**src/rtl/cache_line_fill.sv**
```systemverilog
// Collects back-end read beats into a line buffer during replacement, then commits the line in a single wide write.
// `define CACHE_FILL_FWD_EN adds a one-shot forward of the critical front-end word as soon as its beat arrives.
module cache_line_fill #(
    parameter int FE_DATA_W  = 32,
    parameter int BE_DATA_W  = FE_DATA_W,
    parameter int WORD_OFF_W = 3,
    parameter int LINE2MEM_W = WORD_OFF_W - $clog2(BE_DATA_W / FE_DATA_W),
    parameter int LINE_W     = FE_DATA_W * (2 ** WORD_OFF_W)
) (
    input  logic                                          clk_i,
    input  logic                                          reset_i,
    input  logic                                          replace_i,
    input  logic                                          read_valid_i,
    input  logic [((LINE2MEM_W > 0) ? LINE2MEM_W : 1)-1:0] read_addr_i,
    input  logic [BE_DATA_W-1:0]                          read_rdata_i,
    input  logic [WORD_OFF_W-1:0]                         req_woff_i,
    output logic                                          busy_o,
    output logic                                          line_we_o,
    output logic [LINE_W-1:0]                             line_wdata_o,
    output logic                                          fill_err_o,
    output logic                                          fwd_valid_o,
    output logic [FE_DATA_W-1:0]                          fwd_rdata_o
);

    localparam int NBEATS = 2 ** LINE2MEM_W;
    localparam int ADDR_W = (LINE2MEM_W > 0) ? LINE2MEM_W : 1;

    typedef enum logic [1:0] {IDLE, FILL, COMMIT, ABORT} state_t;

    state_t              state_q;
    logic                rep_q;
    logic                hold_q;
    logic [NBEATS-1:0]   mask_q;
    logic [NBEATS-1:0]   mask_d;
    logic [LINE_W-1:0]   line_q;
    logic                line_we_q;
    logic                fill_err_q;
    logic [ADDR_W-1:0]   beat_idx;
    logic                beat_in;
    logic                fall;
    logic                start;

    generate
        if (LINE2MEM_W > 0) begin : g_multi
            assign beat_idx = read_addr_i;
        end else begin : g_single
            logic unused_addr;
            assign unused_addr = ^read_addr_i;
            assign beat_idx    = '0;
        end
    endgenerate

    assign beat_in = (state_q == FILL) && read_valid_i;
    assign fall    = rep_q && !replace_i;
    // A replace still high from before a reset belongs to a discarded fill.
    assign start   = (state_q == IDLE) && replace_i && !hold_q;

    always_comb begin
        mask_d = mask_q;
        if (beat_in) begin
            mask_d[beat_idx] = 1'b1;
        end
    end

    always_ff @(posedge clk_i) begin
        if (reset_i) begin
            state_q    <= IDLE;
            rep_q      <= 1'b0;
            hold_q     <= 1'b1;
            mask_q     <= '0;
            line_q     <= '0;
            line_we_q  <= 1'b0;
            fill_err_q <= 1'b0;
        end else begin
            rep_q      <= replace_i;
            hold_q     <= hold_q && replace_i;
            line_we_q  <= 1'b0;
            fill_err_q <= 1'b0;
            if (beat_in) begin
                line_q[beat_idx*BE_DATA_W +: BE_DATA_W] <= read_rdata_i;
            end
            case (state_q)
                IDLE: begin
                    if (start) begin
                        state_q <= FILL;
                        mask_q  <= '0;
                    end
                end
                FILL: begin
                    mask_q <= mask_d;
                    if (fall) begin
                        if (&mask_d) begin
                            state_q   <= COMMIT;
                            line_we_q <= 1'b1;
                        end else begin
                            state_q    <= ABORT;
                            fill_err_q <= 1'b1;
                        end
                    end
                end
                COMMIT:  state_q <= IDLE;
                ABORT:   state_q <= IDLE;
                default: state_q <= IDLE;
            endcase
        end
    end

    assign busy_o       = (state_q == FILL) || (state_q == COMMIT);
    assign line_we_o    = line_we_q;
    assign line_wdata_o = line_q;
    assign fill_err_o   = fill_err_q;

`ifdef CACHE_FILL_FWD_EN
    localparam int SEL_W = WORD_OFF_W - LINE2MEM_W;

    logic [WORD_OFF_W-1:0] woff_q;
    logic                  fwd_done_q;
    logic                  fwd_valid_q;
    logic [FE_DATA_W-1:0]  fwd_rdata_q;
    logic [FE_DATA_W-1:0]  fe_word;
    logic [ADDR_W-1:0]     crit_slot;

    generate
        if (LINE2MEM_W > 0) begin : g_crit
            assign crit_slot = woff_q[WORD_OFF_W-1 -: LINE2MEM_W];
        end else begin : g_crit_one
            assign crit_slot = '0;
        end
        if (SEL_W > 0) begin : g_sel
            assign fe_word = read_rdata_i[woff_q[SEL_W-1:0]*FE_DATA_W +: FE_DATA_W];
        end else begin : g_nosel
            assign fe_word = read_rdata_i[FE_DATA_W-1:0];
        end
    endgenerate

    always_ff @(posedge clk_i) begin
        if (reset_i) begin
            woff_q      <= '0;
            fwd_done_q  <= 1'b0;
            fwd_valid_q <= 1'b0;
            fwd_rdata_q <= '0;
        end else begin
            fwd_valid_q <= 1'b0;
            if (start) begin
                woff_q     <= req_woff_i;
                fwd_done_q <= 1'b0;
            end else if (beat_in && !fwd_done_q && (beat_idx == crit_slot)) begin
                fwd_valid_q <= 1'b1;
                fwd_rdata_q <= fe_word;
                fwd_done_q  <= 1'b1;
            end
        end
    end

    assign fwd_valid_o = fwd_valid_q;
    assign fwd_rdata_o = fwd_rdata_q;
`else
    logic unused_woff;
    assign unused_woff = ^req_woff_i;
    assign fwd_valid_o = 1'b0;
    assign fwd_rdata_o = '0;
`endif

endmodule

```
**config.mk**
```make
export PLATFORM = sky130hd
export DESIGN_NAME = cache_line_fill
export DESIGN_NICKNAME = d
export VERILOG_FILES = /design/src/rtl/cache_line_fill.sv
export SDC_FILE = /design/constraint.sdc
export NUM_CORES = 1
export LEC_CHECK = 0
export ABC_AREA = 0
export CORE_MARGIN = 3
export CORE_UTILIZATION = 50
export CTS_CLUSTER_DIAMETER = 60
export CTS_CLUSTER_SIZE = 28
export DETAILED_ROUTE_END_ITERATION = 7
export PLACE_DENSITY_LB_ADDON = 0.25
export SYNTH_ARGS = -nofsm -noshare
export SYNTH_HDL_FRONTEND = slang
export SYNTH_SLANG_ARGS = --single-unit
```
**constraint.sdc**
```tcl
create_clock -name clk_i -period 4.1 [get_ports clk_i]
set_clock_uncertainty 0.15 [all_clocks]
set_input_delay 0.615 -clock clk_i [delete_from_list [all_inputs] [get_ports clk_i]]
set_output_delay 0.615 -clock clk_i [all_outputs]
set_load 0.005 [all_outputs]
```
Word-level counts from Yosys, hierarchy flattened
Index checks and enable logic that the tools add are counted.
W data, S select, Z words.
{ "classes": {"reduce_logical": 16, "bitwise_logic": 3, "n_eq_ne": 5, "shift": 2, "muxes": 12, "div_mod_pow": 0, "multipliers": 0, "order_cmp": 2, "addsub": 1} }
{ "op_table": {"columns": ["op", "count"], "rows": [
  ["$bwmux W256", 1],
  ["$shift A32 B34 Y256 const A", 1],
  ["$shiftx A32 B34 Y256", 1],
  ["$neg A8 Y34", 1],
  ["$mux W8", 2],
  ["$pmux W8 S2", 1],
  ["$or A8 B8 Y8", 1],
  ["$reduce_and A8 Y1", 1],
  ["$logic_and A1 B1 Y1", 6],
  ["$pmux W2 S3", 1],
  ["$eq A2 B2 Y1 const B", 2],
  ["$lt A3 B4 Y1 const B", 1],
  ["$mux W1", 4],
  ["$mux W2", 2],
  ["$ne A2 B2 Y1 const B", 2],
  ["$reduce_and A2 Y1", 2],
  ["$demux W1 S3", 1],
  ["$ge A3 B1 Y1 const B", 1],
  ["$reduce_or A3 Y1", 1],
  ["$eq A2 B1 Y1 const B", 1],
  ["$logic_not A1 Y1", 2],
  ["$logic_not A2 Y1", 1],
  ["$not A1 Y1", 2],
  ["$reduce_bool A2 Y1", 1],
  ["other kinds (2)", 2]
]} }
{ "totals": {"n_memories": 0, "inputBits": 42, "ram_bits": 0, "romBits": 0, "reg_bits": 270, "latchBits": 0} }

Logic depth before layout (Yosys ltp)
{ "depth": {"word_depth": 10, "mapped_depth": 10, "mapped_depth_nobuf": 8} }

Least setup slack after synthesis
Ideal clock, no wire load.
{ "synth_timing": {"kind": "input to register", "startpoint": "input port read_addr_i[0] (netlist bit)", "endpoint": "register line_q[100] (netlist: line_wdata_o[100])", "slack_ps": 1600, "t_required_ps": 3818, "t_arrival_ps": 2218, "setup_time_ps": 132, "cell_stages": 10, "path_buffers": 3, "cell_sequence": "inv_1 ha_1 ha_1 clkbuf_1 nand2b_1 or2_2 clkbuf_1 buf_2 nand2_1 a21oi_1"} }
{ "synth_between": {"elab_chain_cells": 3, "elab_cells_between_ends": 4} }
{ "synth_rtl": {"columns": ["item", "line", "rtl"], "rows": [
  ["start, declared", "14", "input logic [((LINE2MEM_W > 0) ? LINE2MEM_W : 1)-1:0] read_addr_i,"],
  ["$neg A8 Y34 *", "80", "line_q[beat_idx*BE_DATA_W +: BE_DATA_W] <= read_rdata_i;"],
  ["$shiftx A32 B34 Y256 / $shift A32 B34 Y256 (equally long branches)", "80", null],
  ["$bwmux W256 *", "80", null],
  ["end signal, assigned by index", "80", null],
  ["end, declared", "35", "logic [LINE_W-1:0] line_q;"]
]} }
Every way passes the cells marked *; elsewhere a longest branch is shown, timed or not.
A chain may end at the register's enable or synchronous reset.

Worst setup path in the final report
{ "layout_timing": {"startpoint": "input port read_addr_i[1] (netlist bit)", "endpoint": "register line_q[115] (netlist: line_wdata_o[115])"} }
The elaborated chain is that of the path after synthesis.

==> results by group <==
Synthesis
  • Synth Warn #: 0
  • Area contributors post-synth: dfxtp_1 (52%), a21oi_1 (13%), nand2_1 (11%)
  • Post-synthesis instance total: 1315
  • Mapped cell area: between 10000 and 15000 um^2
  • Synth top area share: 0.521
  • Yosys top cell by area: dfxtp_1
  • Seq/Total Area, Yosys: 0.521
  • Post-synthesis cell type count: 35
  • Synth Area per Inst: approximately 7.9 um^2
  • Seq cells post-synth: 270

Pwr
  • Sw power: roughly 1.4 mW
  • Logic pwr share: 0.089
  • Leak: 4.49 nW
  • Pwr/cell area: ~370 nW/um^2
  • Worst vdd ir: about 0.31 mV
  • Sw Ratio: 0.272
  • Internal Pwr Total: 3.70 mW
  • Clk pwr share: 0.390
  • Reg power frac: 0.521
  • Total Power: approximately 5.1 mW

Floorplan
  • Die ar.: between 20000 and 25000 um^2
  • Row count: 52
  • Core ar.: 20300 um^2
  • Boundary pin count: 334
  • Initial Utilization: 0.511
  • Die Height: around 150 um
  • Die Wd: 150 um

Finish
  • Antenna cells: 0
  • Nets@finish: between 1500 and 2000
  • Post-Layout Cell Count: approximately 1800
  • Share of cells above drive strength 1: 0.0478
  • P&R area growth vs syn: 33.9%

Timing
  • Setup violations, final: 0
  • Worst Max-Slew Pin Slew: 0.988 ns
  • Min cycle time layout: between 3 and 4 ns
  • Final period utilization: 0.746
  • Fin Setup TNS: 0 ns
  • Final hold slack: between 0.3 and 0.4 ns
  • Slew Viols, Final: 0
  • Unrepaired setup endpoints after global routing: no
  • Max Clock Freq: about 330 MHz
  • Final hold violation count: 0
  • Rel. slew slack: 0.341

Worst setup path
  • Reg2Reg Launch Point: state_q[1]
  • Crit path required time: ~4.3 ns
  • Critical path's slowest cell: clkdlybuf4s50_1
  • Crit path DAT: about 3.3 ns
  • Worst path cell trace: clkdlybuf4s50_1 > inv_1 > ha_1 > ha_1 > nand2b_1 > or2_2 > nand2_1 > a21oi_1
  • Reg2reg end: line_wdata_o[193]
  • Setup CP Type: input port to flop
  • Worst reg-to-reg path cell count: 7
  • Type of origin of the critical path: input port
  • Top cell family by delay on the critical path: simple AND/OR/NAND/NOR gates
  • Worst path most repeated cell: ha_1
  • CP max FO: 32
  • Buffers & Inverters on Critical Path: 2
  • Nature of the critical path endpoint: flop
  • Crit path largest cell delay: slightly below 0.7 ns
  • Worst R2R Setup Slack: ~1.5 ns

Route
  • Total wire length: roughly 35000 um
  • DRT antenna net count: 0
  • DRC viols: 0
  • Vias post-DR: a little under 10000
  • Initial drt markers: around 800
  • Mean routed wirelength per cell: just under 20 um
  • 1st-pass router iterations: 5
  • Vias per inst: 5.54

Hold path
  • Min-Delay Path Depth: 2
  • HP Class: flop to flop
  • Critical hold path startpoint: line_wdata_o[153]
  • Min-Delay Endpoint: line_wdata_o[153]

Placement
  • Dpl cells: about 1800
  • Port buffer count: around 300
  • Gpl congestion: around 0.83
  • DP HPWL: approximately 22000 um

Clock tree
  • Clk buf depth: 3
  • CTS Buf Count: 18
  • Hold_buf cts: 0
  • Post-cts sizing count: 0
  • H-tree Lvls: 1
  • Clk slew on worst S/H paths: 0.10 ns
  • # clock sinks: 270
  • Root buffer cell: clkbuf_16
  • TritonCTS clock tree: built
  • Post CTS Setup Buffer Count: 0
  • Worst-Skew Late Latency: 0.50 ns

Global route
  • Largest net degree at the start of global routing: 147
  • Initial antenna violation count: 0
  • Gr usage total: 0.293
  • First-pass GRT wire length: ~52000 um
  • Vias in the first global route: roughly 8900
  • Total gr overflow: 0

Job
  • Max capacitance violation total: 0

Outcome
  • Status: completed
placed cells by master, fill, tap and decap left out, types with 6 or more instances in the layout:
cell type / count
clkdlybuf4s50_1: 296
inv_1: 6
clkbuf_16: 19
nand2_1: 295
ha_1: 11
nor2_1: 12
conb_1: 33
nand3_1: 221
a2bb2oi_1: 7
buf_4: 26
a21oi_1: 260
dfxtp_1: 270
nand4_1: 8
stage by stage:
stage	util	setup slack, ns	cell area, um^2
floorplan	-	1.60	10500
global placement	0.652	0.614	13200
detailed placement	0.652	0.545	13200
CTS	0.684	1.05	13900
global route	0.684	0.875	13900
finish	0.684	1.04	13900
state kept, by name, summed over array words and instances (netlist names):
name	flops
line_wdata_o	256
mask_q	8
state_q	2
fill_err_o	1
hold_q	1
line_we_o	1
rep_q	1
per-layer routing:
layer	up-vias	global-route usage	routed length [um]
li1	4728	-	-
met1	4718	0.404	14300
met2	455	0.460	16400
met3	48	0.0821	3660
met4	0	0.0709	677
met5	-	0	0
worst reg2reg max path, cell delays in order, from the launching register on:
cell	delay, ns
dfxtp_1	0.35
inv_1	0.11
ha_1	0.50
nand3_1	0.28
or3_1	0.55
buf_4	0.30
nand2_1	0.11
a21oi_1	0.08
area by class of cell:
class	count	area [um^2]
multi-input cells	894	4290
inverters	6	22.5
repair buffers	324	3190
flip-flops and latches	270	5410
fillers	1708	6420
well taps	270	338
clock buffers	20	479
clock inverters	12	160
power by group through the flow:
stage | Combinational, mW | Sequential (mW) | Clock, mW
after global placement | 0.438 | 2.71 | 0
after floorplan | 0.284 | 2.71 | 0
final | 0.451 | 2.65 | 1.99
after global routing | 0.483 | 2.65 | 2.12
after CTS | 0.446 | 2.65 | 2.01
after detailed placement | 0.444 | 2.71 | 0
how the worst max path moves through the flow:
stage	from	end	slack, ns	depth (start not counted)
2_1_floorplan	read_addr_i[0]	line_wdata_o[100]	1.60	10
3_5_place_dp	read_addr_i[1]	line_wdata_o[143]	0.54	8
5_1_grt	read_addr_i[1]	line_wdata_o[114]	0.88	8
3_3_place_gp	read_addr_i[1]	line_wdata_o[110]	0.61	8
6_report	read_addr_i[1]	line_wdata_o[115]	1.04	8
4_1_cts	read_addr_i[1]	line_wdata_o[141]	1.05	8
Yosys cell counts, drive strengths merged:
cell type  number
a21o            1
a21oi         260
a2bb2oi         7
a31oi           4
a41oi           2
and2            2
and3            2
and3b           1
buf            62
clkbuf        115
conb            1
dfxtp         270
ha             11
inv             6
mux2i           1
nand2         295
nand2b          4
nand3         221
nand3b          1
nand4           8
nor2           17
nor2b           4
nor3            7
nor3b           1
nor4            2
nor4b           1
nor4bb          1
o21a            1
o21ai           1
o221a           1
or2             2
or3             3
logic make-up after synthesis:
| kind of cell | share of synthesized area |
|---|---|
| and+or+nand+nor | 0.245 |
| AOI/OAI and AO/OA | 0.139 |
| DFF | 0.521 |
| buffers and inverters | 0.0808 |
| adders and majority gates | 0.0133 |
| muxes | 0.000966 |
| other | 0.000362 |
No activity file was read; power rests on OpenSTA's default activity.
